--- src/rtl/lock_sequencer.sv ---
// lock_sequencer: sequencing controller for a 4-button combination lock.
// Compares 4-symbol key entries against a programmable code, counts
// consecutive failures, enforces lockout, auto-relocks after an open window,
// and drives the unlock status plus a 7-segment status glyph.
//
// Ports:
//   clk          system clock, rising edge
//   rst          asynchronous active-low reset
//   key_a..key_d one-cycle key pulses (A=0, B=1, C=2, D=3)
//   prog         request code programming (honoured only while open)
//   unlocked     high while OPEN
//   locked_out   high while LOCKOUT
//   fail_cnt     consecutive failed entries
//   O            active-low segments {a,b,c,d,e,f,g}
module lock_sequencer #(
  parameter int unsigned MAX_FAILS      = 3,
  parameter int unsigned LOCKOUT_CYCLES = 1000,
  parameter int unsigned UNLOCK_CYCLES  = 500,
  parameter int unsigned ENTRY_TIMEOUT  = 2000,
  parameter logic [7:0]  DEFAULT_CODE   = 8'b00_01_10_11
) (
  input  logic                             clk,
  input  logic                             rst,
  input  logic                             key_a,
  input  logic                             key_b,
  input  logic                             key_c,
  input  logic                             key_d,
  input  logic                             prog,
  output logic                             unlocked,
  output logic                             locked_out,
  output logic [$clog2(MAX_FAILS+1)-1:0]   fail_cnt,
  output logic [6:0]                       O
);

  localparam int unsigned FW    = $clog2(MAX_FAILS + 1);
  localparam int unsigned T_AB  = (LOCKOUT_CYCLES > UNLOCK_CYCLES) ? LOCKOUT_CYCLES : UNLOCK_CYCLES;
  localparam int unsigned T_MAX = (T_AB > ENTRY_TIMEOUT) ? T_AB : ENTRY_TIMEOUT;
  localparam int unsigned CW    = $clog2(T_MAX + 1);

  // Timers run from N-1 down to 0 so a state lasts exactly N cycles.
  localparam logic [CW-1:0] LD_TIMEOUT = CW'(ENTRY_TIMEOUT - 1);
  localparam logic [CW-1:0] LD_UNLOCK  = CW'(UNLOCK_CYCLES - 1);
  localparam logic [CW-1:0] LD_LOCKOUT = CW'(LOCKOUT_CYCLES - 1);

  localparam logic [6:0] GLYPH_U = 7'b1000001;
  localparam logic [6:0] GLYPH_E = 7'b0110000;
  localparam logic [6:0] GLYPH_P = 7'b0011000;
  localparam logic [6:0] GLYPH_L = 7'b1110001;

  typedef enum logic [2:0] {
    S_IDLE, S_ENTRY, S_OPEN, S_PROG, S_LOCKOUT
  } state_t;

  state_t          r_state, w_state_nxt;
  logic [1:0]      r_idx, w_idx_nxt;
  logic            r_mismatch, w_mismatch_nxt;
  logic [7:0]      r_code, w_code_nxt;
  logic [7:0]      r_shadow, w_shadow_nxt;
  logic [FW-1:0]   r_fail_cnt, w_fail_cnt_nxt;
  logic [CW-1:0]   r_cnt, w_cnt_nxt;

  logic [3:0]      w_keys;
  logic            w_any;
  logic            w_valid;
  logic [1:0]      w_sym;
  logic [1:0]      w_code_sym;
  logic            w_sym_bad;
  logic            w_expired;
  logic [FW-1:0]   w_fail_inc;
  logic [7:0]      w_shadow_wr;

  assign w_keys    = {key_d, key_c, key_b, key_a};
  assign w_any     = |w_keys;
  assign w_valid   = $onehot(w_keys);
  assign w_expired = (r_cnt == '0);
  // An invalid multi-key event always counts as a wrong symbol.
  assign w_sym_bad = ~w_valid | (w_sym != w_code_sym);
  // Saturating increment so the counter never wraps.
  assign w_fail_inc = (r_fail_cnt == FW'(MAX_FAILS)) ? r_fail_cnt : r_fail_cnt + FW'(1);

  // Key encode and symbol selection at the current position.
  always_comb begin
    w_sym       = 2'd0;
    w_code_sym  = r_code[7:6];
    w_shadow_wr = r_shadow;
    case (w_keys)
      4'b0010: w_sym = 2'd1;
      4'b0100: w_sym = 2'd2;
      4'b1000: w_sym = 2'd3;
      default: w_sym = 2'd0;
    endcase
    case (r_idx)
      2'd0: begin w_code_sym = r_code[7:6]; w_shadow_wr[7:6] = w_sym; end
      2'd1: begin w_code_sym = r_code[5:4]; w_shadow_wr[5:4] = w_sym; end
      2'd2: begin w_code_sym = r_code[3:2]; w_shadow_wr[3:2] = w_sym; end
      default: begin w_code_sym = r_code[1:0]; w_shadow_wr[1:0] = w_sym; end
    endcase
  end

  // State and datapath register.
  always_ff @(posedge clk or negedge rst) begin
    if (!rst) begin
      r_state    <= S_IDLE;
      r_idx      <= 2'd0;
      r_mismatch <= 1'b0;
      r_code     <= DEFAULT_CODE;
      r_shadow   <= DEFAULT_CODE;
      r_fail_cnt <= '0;
      r_cnt      <= '0;
    end else begin
      r_state    <= w_state_nxt;
      r_idx      <= w_idx_nxt;
      r_mismatch <= w_mismatch_nxt;
      r_code     <= w_code_nxt;
      r_shadow   <= w_shadow_nxt;
      r_fail_cnt <= w_fail_cnt_nxt;
      r_cnt      <= w_cnt_nxt;
    end
  end

  // Next-state logic; timer expiry takes priority over a same-cycle key.
  always_comb begin
    w_state_nxt    = r_state;
    w_idx_nxt      = r_idx;
    w_mismatch_nxt = r_mismatch;
    w_code_nxt     = r_code;
    w_shadow_nxt   = r_shadow;
    w_fail_cnt_nxt = r_fail_cnt;
    w_cnt_nxt      = r_cnt;
    case (r_state)
      S_IDLE: begin
        if (w_any) begin
          w_state_nxt    = S_ENTRY;
          w_idx_nxt      = 2'd1;
          w_mismatch_nxt = w_sym_bad;
          w_cnt_nxt      = LD_TIMEOUT;
        end
      end
      S_ENTRY: begin
        if (w_expired) begin
          w_state_nxt    = S_IDLE;
          w_idx_nxt      = 2'd0;
          w_mismatch_nxt = 1'b0;
        end else begin
          w_cnt_nxt = r_cnt - CW'(1);
          if (w_any) begin
            w_cnt_nxt = LD_TIMEOUT;
            if (r_idx == 2'd3) begin
              w_idx_nxt      = 2'd0;
              w_mismatch_nxt = 1'b0;
              if (!(r_mismatch | w_sym_bad)) begin
                w_state_nxt    = S_OPEN;
                w_fail_cnt_nxt = '0;
                w_cnt_nxt      = LD_UNLOCK;
              end else begin
                w_fail_cnt_nxt = w_fail_inc;
                if (w_fail_inc == FW'(MAX_FAILS)) begin
                  w_state_nxt = S_LOCKOUT;
                  w_cnt_nxt   = LD_LOCKOUT;
                end else begin
                  w_state_nxt = S_IDLE;
                  w_cnt_nxt   = '0;
                end
              end
            end else begin
              w_idx_nxt      = r_idx + 2'd1;
              w_mismatch_nxt = r_mismatch | w_sym_bad;
            end
          end
        end
      end
      S_OPEN: begin
        if (prog) begin
          w_state_nxt = S_PROG;
          w_idx_nxt   = 2'd0;
          w_cnt_nxt   = LD_TIMEOUT;
        end else if (w_expired) begin
          w_state_nxt = S_IDLE;
        end else begin
          w_cnt_nxt = r_cnt - CW'(1);
        end
      end
      S_PROG: begin
        if (w_expired) begin
          w_state_nxt = S_IDLE;
          w_idx_nxt   = 2'd0;
        end else begin
          w_cnt_nxt = r_cnt - CW'(1);
          if (w_valid) begin
            w_cnt_nxt    = LD_TIMEOUT;
            w_shadow_nxt = w_shadow_wr;
            if (r_idx == 2'd3) begin
              // Commit the full shadow, including the symbol arriving now.
              w_code_nxt  = w_shadow_wr;
              w_state_nxt = S_IDLE;
              w_idx_nxt   = 2'd0;
              w_cnt_nxt   = '0;
            end else begin
              w_idx_nxt = r_idx + 2'd1;
            end
          end
        end
      end
      S_LOCKOUT: begin
        if (w_expired) begin
          w_state_nxt    = S_IDLE;
          w_fail_cnt_nxt = '0;
        end else begin
          w_cnt_nxt = r_cnt - CW'(1);
        end
      end
      default: begin
        w_state_nxt = S_IDLE;
        w_idx_nxt   = 2'd0;
        w_cnt_nxt   = '0;
      end
    endcase
  end

  // Status outputs decoded directly from the state register.
  assign unlocked   = (r_state == S_OPEN);
  assign locked_out = (r_state == S_LOCKOUT);
  assign fail_cnt   = r_fail_cnt;

  always_comb begin
    O = GLYPH_L;
    case (r_state)
      S_OPEN:    O = GLYPH_U;
      S_LOCKOUT: O = GLYPH_E;
      S_PROG:    O = GLYPH_P;
      default:   O = GLYPH_L;
    endcase
  end

endmodule

--- config.mk ---
export PLATFORM = sky130hd
export DESIGN_NAME = lock_sequencer
export DESIGN_NICKNAME = d
export VERILOG_FILES = /design/src/rtl/lock_sequencer.sv
export SDC_FILE = /design/constraint.sdc
export NUM_CORES = 1
export LEC_CHECK = 0
export ABC_AREA = 1
export CORE_MARGIN = 2
export CORE_UTILIZATION = 64
export CTS_BUF_LIST = sky130_fd_sc_hd__clkbuf_16
export DETAILED_ROUTE_END_ITERATION = 7
export HOLD_SLACK_MARGIN = 0.12
export MAX_ROUTING_LAYER = met4
export PLACE_DENSITY = 0.95
export SLEW_MARGIN = 20
export SYNTH_ARGS = -nofsm -noshare
export SYNTH_HDL_FRONTEND = slang
export SYNTH_SLANG_ARGS = --single-unit
--- constraint.sdc ---
create_clock -name clk -period 3.38 [get_ports clk]
set_input_delay 0.338 -clock clk [delete_from_list [all_inputs] [get_ports clk]]
set_output_delay 0.338 -clock clk [all_outputs]
set_load 0.01 [all_outputs]
[Word level (Yosys, flattened, before mapping)]
Cells that the tools add are included.
Storage, ports and cells
  register bits: 35
  bits of input ports: 7
  output and inout port bits: 11
  word-level logic and storage cells: 108
Operators by class
  $add $sub $neg: 6
  eq/ne operators: 25
  mux-type cells: 51
  bitwise logic cells: 5
  reductions and logical operators: 14
Operators by type and width (count)
  $mux 11: 9
  $pmux 11 s5: 1
  $mux 2: 17
  $mux 3: 11
  $pmux 7 s3: 1
  $mux 10: 2
  $pmux 3 s5: 1
  $reduce_and 5->1: 3
  $ne 2x2->1 const B: 6
  $ne 3x3->1 const B: 4
  $pmux 2 s3: 2
  $logic_not 11->1: 1
  $sub 11x1->11 const B: 1
  $pmux 2 s5: 1
  $reduce_and 3->1: 3
  $eq 2x2->1 const B: 4
  $eq 3x1->1 const B: 2
  $eq 3x2->1 const B: 2
  $add 1x1->2: 2
  $add 2x1->2 const B: 2
  $eq 4x2->1 const B: 1
  $eq 4x3->1 const B: 1
  $eq 4x4->1 const B: 1
  $mux 1: 4
  15 further kinds: 19

[Depth between registers and ports, before layout]
Gate-level depths: netlist (run 1).
  depth in word-level cells: 11
  gate-level depth with buffers: 16
  depth with buffers taken out: 16

[Worst setup path after synthesis (run 1)]
Ideal clock, no wire load.
  path kind: in2reg
  start: in key_a
  end: reg r_code[5]
  data arrival time: 2434 ps
  data required time: 3255 ps
  setup slack: 821 ps
  cell stages on the path: 9
  buffers on the path: 0
  path through: inv_1 fa_1 inv_1 ha_1 ha_1 nor3b_2 nand3_4 nor2_4 mux2_2
On the way
  longest elaborated chain between the ends: 4
  elaborated cells between the ends (all ways): 9
Ends and longest elaborated chain
  start, declared: RTL line 24  | input logic key_a,
  $add 1x1->2 (implied by the code): RTL line 74  | assign w_valid = $onehot(w_keys);
  $add 2x2->3 (implied by the code): RTL line 74
  $eq 3x1->1: RTL line 74
  $reduce_and 4->1 (no line)
  end signal, assigned: RTL line 114  | r_code <= w_code_nxt;
  end, declared: RTL line 57  | logic [7:0] r_code, w_code_nxt;
Parallel ways exist; a longest one is shown, timed or not.
A chain may end at the register's enable or synchronous reset.

[Worst setup path after layout (run 1)]
  start: in key_b
  end: reg r_cnt[9]
On the way
  longest elaborated chain between the ends: 11
  elaborated cells between the ends (all ways): 21
Ends and longest elaborated chain
  start, declared: RTL line 25  | input logic key_b,
  $add 1x1->2 (implied by the code): RTL line 74
  $add 2x2->3 (implied by the code): RTL line 74
  $eq 3x1->1: RTL line 74
  $not 1->1: RTL line 77  | assign w_sym_bad = ~w_valid | (w_sym != w_code_sym);
  $or 1x1->1: RTL line 77
  $or 1x1->1: RTL line 151  | if (!(r_mismatch | w_sym_bad)) begin
  $mux 10: RTL line 151
  $mux 11: RTL line 148  | if (r_idx == 2'd3) begin
  $mux 11: RTL line 146  | if (w_any) begin
  $mux 11: RTL line 140  | if (w_expired) begin
  $pmux 11 s5: RTL line 130  | case (r_state)
  end signal, assigned: RTL line 117  | r_cnt <= w_cnt_nxt;
  end, declared: RTL line 60  | logic [CW-1:0] r_cnt, w_cnt_nxt;
Parallel ways exist; a longest one is shown, timed or not. The select of a mux whose other input is x is not followed.

==> results by group, run 1 <==
Critical path
  • First element of the critical path: key_b
  • Largest stage delay on the critical path: about 0.5 ns
  • WP data required: approximately 3.6 ns
  • Most used cell, CP: nand2_1
  • Worst-path fanout max: 6
  • RR Startpoint: r_cnt[0]$_DFFE_PN0P_
  • Slowest CP cell: fa_1
  • Nature of the critical path endpoint: flop
  • Worst Path Arrival: about 3.3 ns
  • CP startpoint kind: input pin
  • Critical path class: input pin to flop
  • Crit-path cells: clkdlybuf4s50_1, inv_1, fa_1, inv_1, ha_1, ha_1, nor3b_2, nand2_1, nor2_2, nand3_2, nand2_1, nand2_1, nand2_1, nand2_1, nand2_1, nand2_1

Drt
  • Number of remaining DRC errors: 0
  • Final WL: between 6000 and 7000 um
  • Drt wl/cell: 15.51 um
  • Initial drt markers: around 230
  • Vias: between 2000 and 3000
  • Vias per cell: ~6
  • Antenna Nets Post-Route: 0
  • DR pass1 iterations: 5

Placed design
  • Placed cells: between 400 and 500
  • Dpl ws: approximately 0.12 ns
  • DP HPWL: ~4400 um
  • Port-buffer cells: 15
  • Gpl congestion: a little under 1

Cells and area
  • # diodes: 0
  • Final cell count without fillers: approximately 430
  • Layout cells sized above 1: between 10% and 20%
  • Layout Nets: 394
  • Synth-to-layout area growth: 12.49%

Synth
  • Number of flops mapped to enable cells by yosys: 0
  • Dominant cells by area after synthesis: dfrtp_1, nand2_1, dfstp_2, inv_1, ha_1
  • Post-synth top cells: nand2_1, inv_1, dfrtp_1
  • Syn Area/Cell: approximately 7.4 um2
  • Area fraction of the dominant cell type after synthesis: roughly 26%
  • Seq cells post-synth: 35
  • Post-Syn Area: roughly 0.0026 mm2
  • Post-synthesis cell count: approximately 360
  • Register area share after synthesis: 33.75%
  • Largest area contributor in the netlist: dfrtp_1
  • Distinct cells, synth: 39
  • Asr flop ratio synth: 100.0%
  • Leading cell type by number of instances after synthesis: nand2_1
  • Yosys warns: 0
  • Synth Flop Type: dfrtp_1

STA
  • Fin. max-slew vios: 0
  • Fin crit period: roughly 3.1 ns
  • Final Hold Vio Count: 0
  • Max Fclk: 320.9 MHz
  • Final Setup Violations: 0
  • Worst Skew: roughly 0.004 ns
  • Final worst-path cycle share: 92.21%
  • Setup_tns: 0 ns
  • RSZ-0062 raised after global routing: false
  • Post-route setup slack: roughly 0.26 ns

Clocking
  • H-tree lvl count: 2
  • Worst-path clk slew: 0.06 ns
  • Cts hold-fix bufs: 0
  • Post-CTS resize count: 0
  • CTS root buf: clkbuf_16
  • Clock Tree Buf Depth: 2
  • Clk_lat worst skew: between 0.2 and 0.3 ns
  • Num CTS Buffers: 5
  • TritonCTS clock tree: built
  • Clock sink total: 35
  • Post-CTS setup buffer count: 0

Power and ir drop
  • P_int: around 1.3 mW
  • Leakage: roughly 1.5 nW
  • Sequential power share: just under 30%
  • Power share of the combinational group: between 50% and 60%
  • Switch share: between 40 and 50%
  • Pwr Density: 837.2 mW/mm2
  • Clock power frac: 18.2%
  • Psw: 1.163 mW
  • Max VDD drop: 0.0005847 V

GRT
  • Initial antenna violation count: 0
  • Vias in the first global route: roughly 2300
  • First-pass GRT wire length: roughly 11000 um
  • Total track usage: about 32%
  • Grt ovf: 0
  • Largest net degree at the start of global routing: 36

Die
  • Starting density of the core: 66.10%
  • Die area: 0.004630 mm2
  • # rows: 23
  • Area of the core: 0.003971 mm2
  • Ports: 18
  • Die X: 68.05 um
  • Height of the die: 68.05 um

Run status
  • Outcome: finished clean

Worst hold path
  • HP Class: flop to flop
  • Hold Startpoint: r_shadow[3]$_DFFE_PN1P_

Job
  • MaxCap Viol Count: 0
-- worst paths after layout --
kind                                                end  slack [ns]  cells after the start
worst min-delay path            r_shadow[3]$_DFFE_PN1P_        0.47                      2
min in group asynchronous       r_shadow[7]$_DFFE_PN0P_        0.48                      2
worst max-delay path               r_cnt[9]$_DFFE_PN0P_        0.26                     16
worst min register to register  r_shadow[3]$_DFFE_PN1P_        0.47                      2
max in group asynchronous         r_code[3]$_DFFE_PN1P_        2.55                      2
worst max register to register     r_cnt[5]$_DFFE_PN0P_        1.14                     11
-- cells by family (layout without fill, tap and decap cells) --
| kind of cell | Yosys count | after routing | share of synthesized area, % |
|---|---|---|---|
| AOI/OAI and AO/OA | 60 | 60 | 12.87 |
| adders and majority gates | 11 | 11 | 5.529 |
| xor gates and xnor gates | 7 | 7 | 2.336 |
| and+or+nand+nor | 180 | 180 | 33.56 |
| buffers and inverters | 57 | 76 | 9.247 |
| other | 1 | 2 | 0.1429 |
| DFF | 35 | 35 | 33.75 |
| muxes | 6 | 6 | 2.574 |
-- cells in the final DEF, fill, tap and decap left out, types with 2 or more instances in the layout --
master           Yosys  final
mux2_1               2      2
nand3_2              5      5
nor2_1              25     25
dfrtp_1             27     27
o21ai_0             17     17
conb_1               1      2
clkinv_1             0      2
dfstp_2              8      8
o22ai_1              4      4
clkbuf_16            0      5
clkdlybuf4s50_1      0     15
nand4_1              2      2
nand2_1            114    114
inv_1               37     37
inv_2               12     12
o211ai_1             3      3
a21oi_1             21     21
ha_1                10     10
mux2_2               4      4
nor2_2               5      5
nand3_4              2      2
nand4_4              2      2
nand3_1             11     11
nor2_4               3      3
o21ai_1              8      8
nand2_2              8      8
xor2_1               7      7
o21ai_2              2      2
buf_4                3      2
-- through the flow --
stage	hold slack, ns	util (%)	instance area, um2	total power, mW
after CTS	0.4734	74.35	2953	2.428
after global placement	0.4614	70.83	2813	1.894
after global routing	0.4879	74.35	2953	2.637
after detailed placement	0.4655	70.83	2813	1.948
after floorplan	0.04241	-	2629	1.660
final	0.4665	74.35	2953	2.472
-- layout make-up --
type	instances	area, um2
Multi-Input combinational cell	266	1500
Fill cell	253	1018
Sequential cell	35	885.9
Inverter	51	198.9
Timing Repair Buffer	17	165.2
Clock buffer	5	125.1
Tap cell	50	62.56
Clock inverter	3	15.01
-- power groups by stage --
stage	logic, mW	registers (mW)	clock network (mW)
6_report	1.30	0.726	0.451
5_1_grt	1.43	0.739	0.465
4_1_cts	1.26	0.721	0.445
3_5_place_dp	1.22	0.725	0
3_3_place_gp	1.18	0.717	0
2_1_floorplan	0.966	0.694	0
-- critical path, delay by kind of cell --
family / cells / cell delay [ns]
fa+ha+maj: 3 / 0.95
simple gates: 10 / 1.38
buf+inv: 3 / 0.61
-- state kept, by name, indices dropped and copies added (netlist names) --
name,cells
r_state,3
r_shadow,8
r_idx,2
r_mismatch,1
fail_cnt,2
r_cnt,11
r_code,8
-- layer usage --
layer,GRT usage [%],vias to the layer above,routed length (um)
li1,-,1171,-
met1,41.56,1159,2703
met2,48.54,195,3007
met3,6.743,38,637
met4,15.75,0,273
met5,-,-,0
Power figures use the tool's default switching activity.
==> run 2, diff against run 1 <==
--- a/config.mk
+++ b/config.mk
@@ -7,12 +7,12 @@
 export LEC_CHECK = 0
 export ABC_AREA = 1
 export CORE_MARGIN = 2
-export CORE_UTILIZATION = 64
+export CORE_UTILIZATION = 35
 export CTS_BUF_LIST = sky130_fd_sc_hd__clkbuf_16
 export DETAILED_ROUTE_END_ITERATION = 7
 export HOLD_SLACK_MARGIN = 0.12
 export MAX_ROUTING_LAYER = met4
-export PLACE_DENSITY = 0.95
+export PLACE_DENSITY = 0.61
 export SLEW_MARGIN = 20
 export SYNTH_ARGS = -nofsm -noshare
 export SYNTH_HDL_FRONTEND = slang
==> results by group, run 2 (synthesis results as in run 1) <==
Clocking
  • Post-CTS setup buffer count: 0 (unchanged)
  • Clock Tree Buf Depth: 2 (unchanged)
  • Cts hold-fix bufs: 0 (unchanged)
  • Num CTS Buffers: 5 (unchanged)
  • Worst-path clk slew: 0.06 ns (about the same)
  • TritonCTS clock tree: built
  • H-tree lvl count: 2 (unchanged)
  • CTS root buf: clkbuf_16
  • Clock sink total: 35 (unchanged)
  • Post-CTS resize count: 0 (unchanged)
  • Clk_lat worst skew: 0.28 ns (about the same)

Power and ir drop
  • Max VDD drop: 0.0003732 V (-36%)
  • Pwr Density: 811.3 mW/mm2 (-3.1%)
  • Leakage: 1.523 nW (+1.1%)
  • Pwr Total: 2.465 mW (-0.30%)

Critical path
  • Most used cell, CP: nand2_1
  • WP data required: 3.55 ns (about the same)
  • Worst Path Arrival: 3.12 ns (-0.17 ns)
  • Crit path buf inv count: 3 (unchanged)
  • Worst-path fanout max: 6 (unchanged)
  • CP startpoint kind: input pin
  • Crit-path cells: clkdlybuf4s50_1, inv_1, fa_1, inv_1, ha_1, ha_1, nor3b_2, nand2_1, nor2_2, nand3_2, nand2_1, nand2_1, nand2_1, nand2_1, nand2_1, nand2_1
  • Nature of the critical path endpoint: flop
  • Slowest CP cell: fa_1
  • CP delay by family, top: simple AND/OR/NAND/NOR gates
  • Largest stage delay on the critical path: 0.49 ns (about the same)
  • Critical path class: input pin to flop

Cells and area
  • Area of the multi-input gates: 0.001500 mm2 (unchanged)
  • Most flop-heavy register: r_cnt
  • # diodes: 0 (unchanged)
  • Final cell count without fillers: 476 (+11%)
  • Most frequent cells in the layout: nand2_1, inv_1, dfrtp_1
  • Commonest non-fill, non-tap cell in the layout: nand2_1
  • Layout cells sized above 1: 17.77% (+0.27 points)
  • Largest registers: r_cnt: 11 flops, r_code: 8 flops, r_shadow: 8 flops
  • # fillers: 756 (+200%)
  • Max reg flops: 11 (unchanged)
  • Design Area, Final: 0.003038 mm2 (+2.9%)
  • Flip-flop and latch area: 885.9 um2 (unchanged)
  • Synth-to-layout area growth: 15.73%
  • Layout Nets: 394 (unchanged)

Die
  • Height of the die: 90.60 um (+33%)
  • Die area: 0.008208 mm2 (+77%)
  • Ports: 18 (unchanged)
  • Starting density of the core: 36.19% (-30 points)
  • Area of the core: 0.007253 mm2 (+83%)
  • Die X: 90.60 um (+33%)
  • # rows: 31 (+35%)

Job
  • MaxCap Viol Count: 0 (unchanged)

STA
  • Fin. max-slew vios: 0 (unchanged)
  • Final worst-path cycle share: 87.36% (-4.9 points)
  • Max Fclk: 338.7 MHz (+5.6%)
  • RSZ-0062 raised after global routing: false
  • Final Setup Violations: 0 (unchanged)
  • Fin crit period: 2.953 ns (-0.1640 ns)
  • Final Hold Vio Count: 0 (unchanged)
  • Worst Skew: 0.003799 ns (-0.0001840 ns)
  • Setup_tns: 0 ns (unchanged)

GRT
  • Vias in the first global route: 2239 (-3.9%)
  • Largest net degree at the start of global routing: 36 (unchanged)
  • Total track usage: 15.76% (-17 points)
  • Initial antenna violation count: 0 (unchanged)
  • First-pass GRT wire length: 10380 um (-3.0%)
  • Grt ovf: 0 (unchanged)

Drt
  • Drt wl/cell: 12.26 um (-21%)
  • Initial drt markers: 159 (-31%)
  • Number of remaining DRC errors: 0 (unchanged)
  • Vias: 2214 (-14%)
  • Final WL: 5837 um (-12%)
  • Vias per cell: 4.651 (-23%)
  • Antenna Nets Post-Route: 0 (unchanged)
  • DR pass1 iterations: 4 (-1)

Placed design
  • Port-buffer cells: 15 (unchanged)
  • DP Area: 0.002874 mm2 (+2.2%)
  • DP HPWL: 4415 um (+0.94%)
  • Gpl congestion: 0.8975 (-9.7%)
  • Placed cells: 468 (+12%)

Worst hold path
  • HP Class: flop to flop

Run status
  • Outcome: finished clean
==> run 2: changes by cell type in the layout (fill, tap and decap cells not counted) <==
cell / delta
clkinv_1: -1
clkinvlp_4: -1
bufinv_16: +1
clkinv_2: +1
==> run 2: worst paths after layout <==
path	start	to	slack, ns	cells after the start
setup / recovery	key_b	r_cnt[9]$_DFFE_PN0P_	0.43	16
hold / removal	r_shadow[1]$_DFFE_PN1P_	r_shadow[1]$_DFFE_PN1P_	0.47	2
setup reg to reg	r_cnt[0]$_DFFE_PN0P_	r_cnt[5]$_DFFE_PN0P_	1.23	11
hold reg to reg	r_shadow[1]$_DFFE_PN1P_	r_shadow[1]$_DFFE_PN1P_	0.47	2
max in group asynchronous	rst	r_code[0]$_DFFE_PN1P_	2.55	2
min in group asynchronous	rst	r_shadow[7]$_DFFE_PN0P_	0.48	2
==> run 2: cell type report <==
type	instances	share of cell area [%]
multi-input combinational	266	49.38
sequential	35	29.16
inverter	51	6.549
timing repair buffer	17	5.437
clock buffer	5	4.119
tap	99	4.077
clock inverter	3	1.277
==> run 2: metal layers <==
metal | GRT usage (%) | vias up | routed length [um]
li1 | - | 1170 | -
met1 | 21.28 | 998 | 3033
met2 | 24.94 | 41 | 2593
met3 | 1.753 | 5 | 147
met4 | 4.872 | 0 | 63
met5 | - | - | 0
==> run 2: power breakdown <==
part	total, mW	internal [mW]	switching [mW]
registers	0.712	0.596	0.117
logic	1.24	0.446	0.791
clock network	0.515	0.344	0.172
==> run 2: tightest hold or removal path, delay by kind of cell (launching register included) <==
family	cells	cell delay [ns]
DFF	1	0.36
and+or+nand+nor	2	0.10
==> run 2: stage by stage <==
step / utilization, % / hold WS (ns) / setup WS [ns]
final: 41.88 / 0.4699 / 0.4274
after global routing: 41.88 / 0.4827 / 0.2129
after CTS: 41.88 / 0.4713 / 0.4158
after detailed placement: 39.62 / 0.4610 / 0.1271
after global placement: 39.62 / 0.4565 / 0.1796
after floorplan: - / 0.04241 / 0.8213
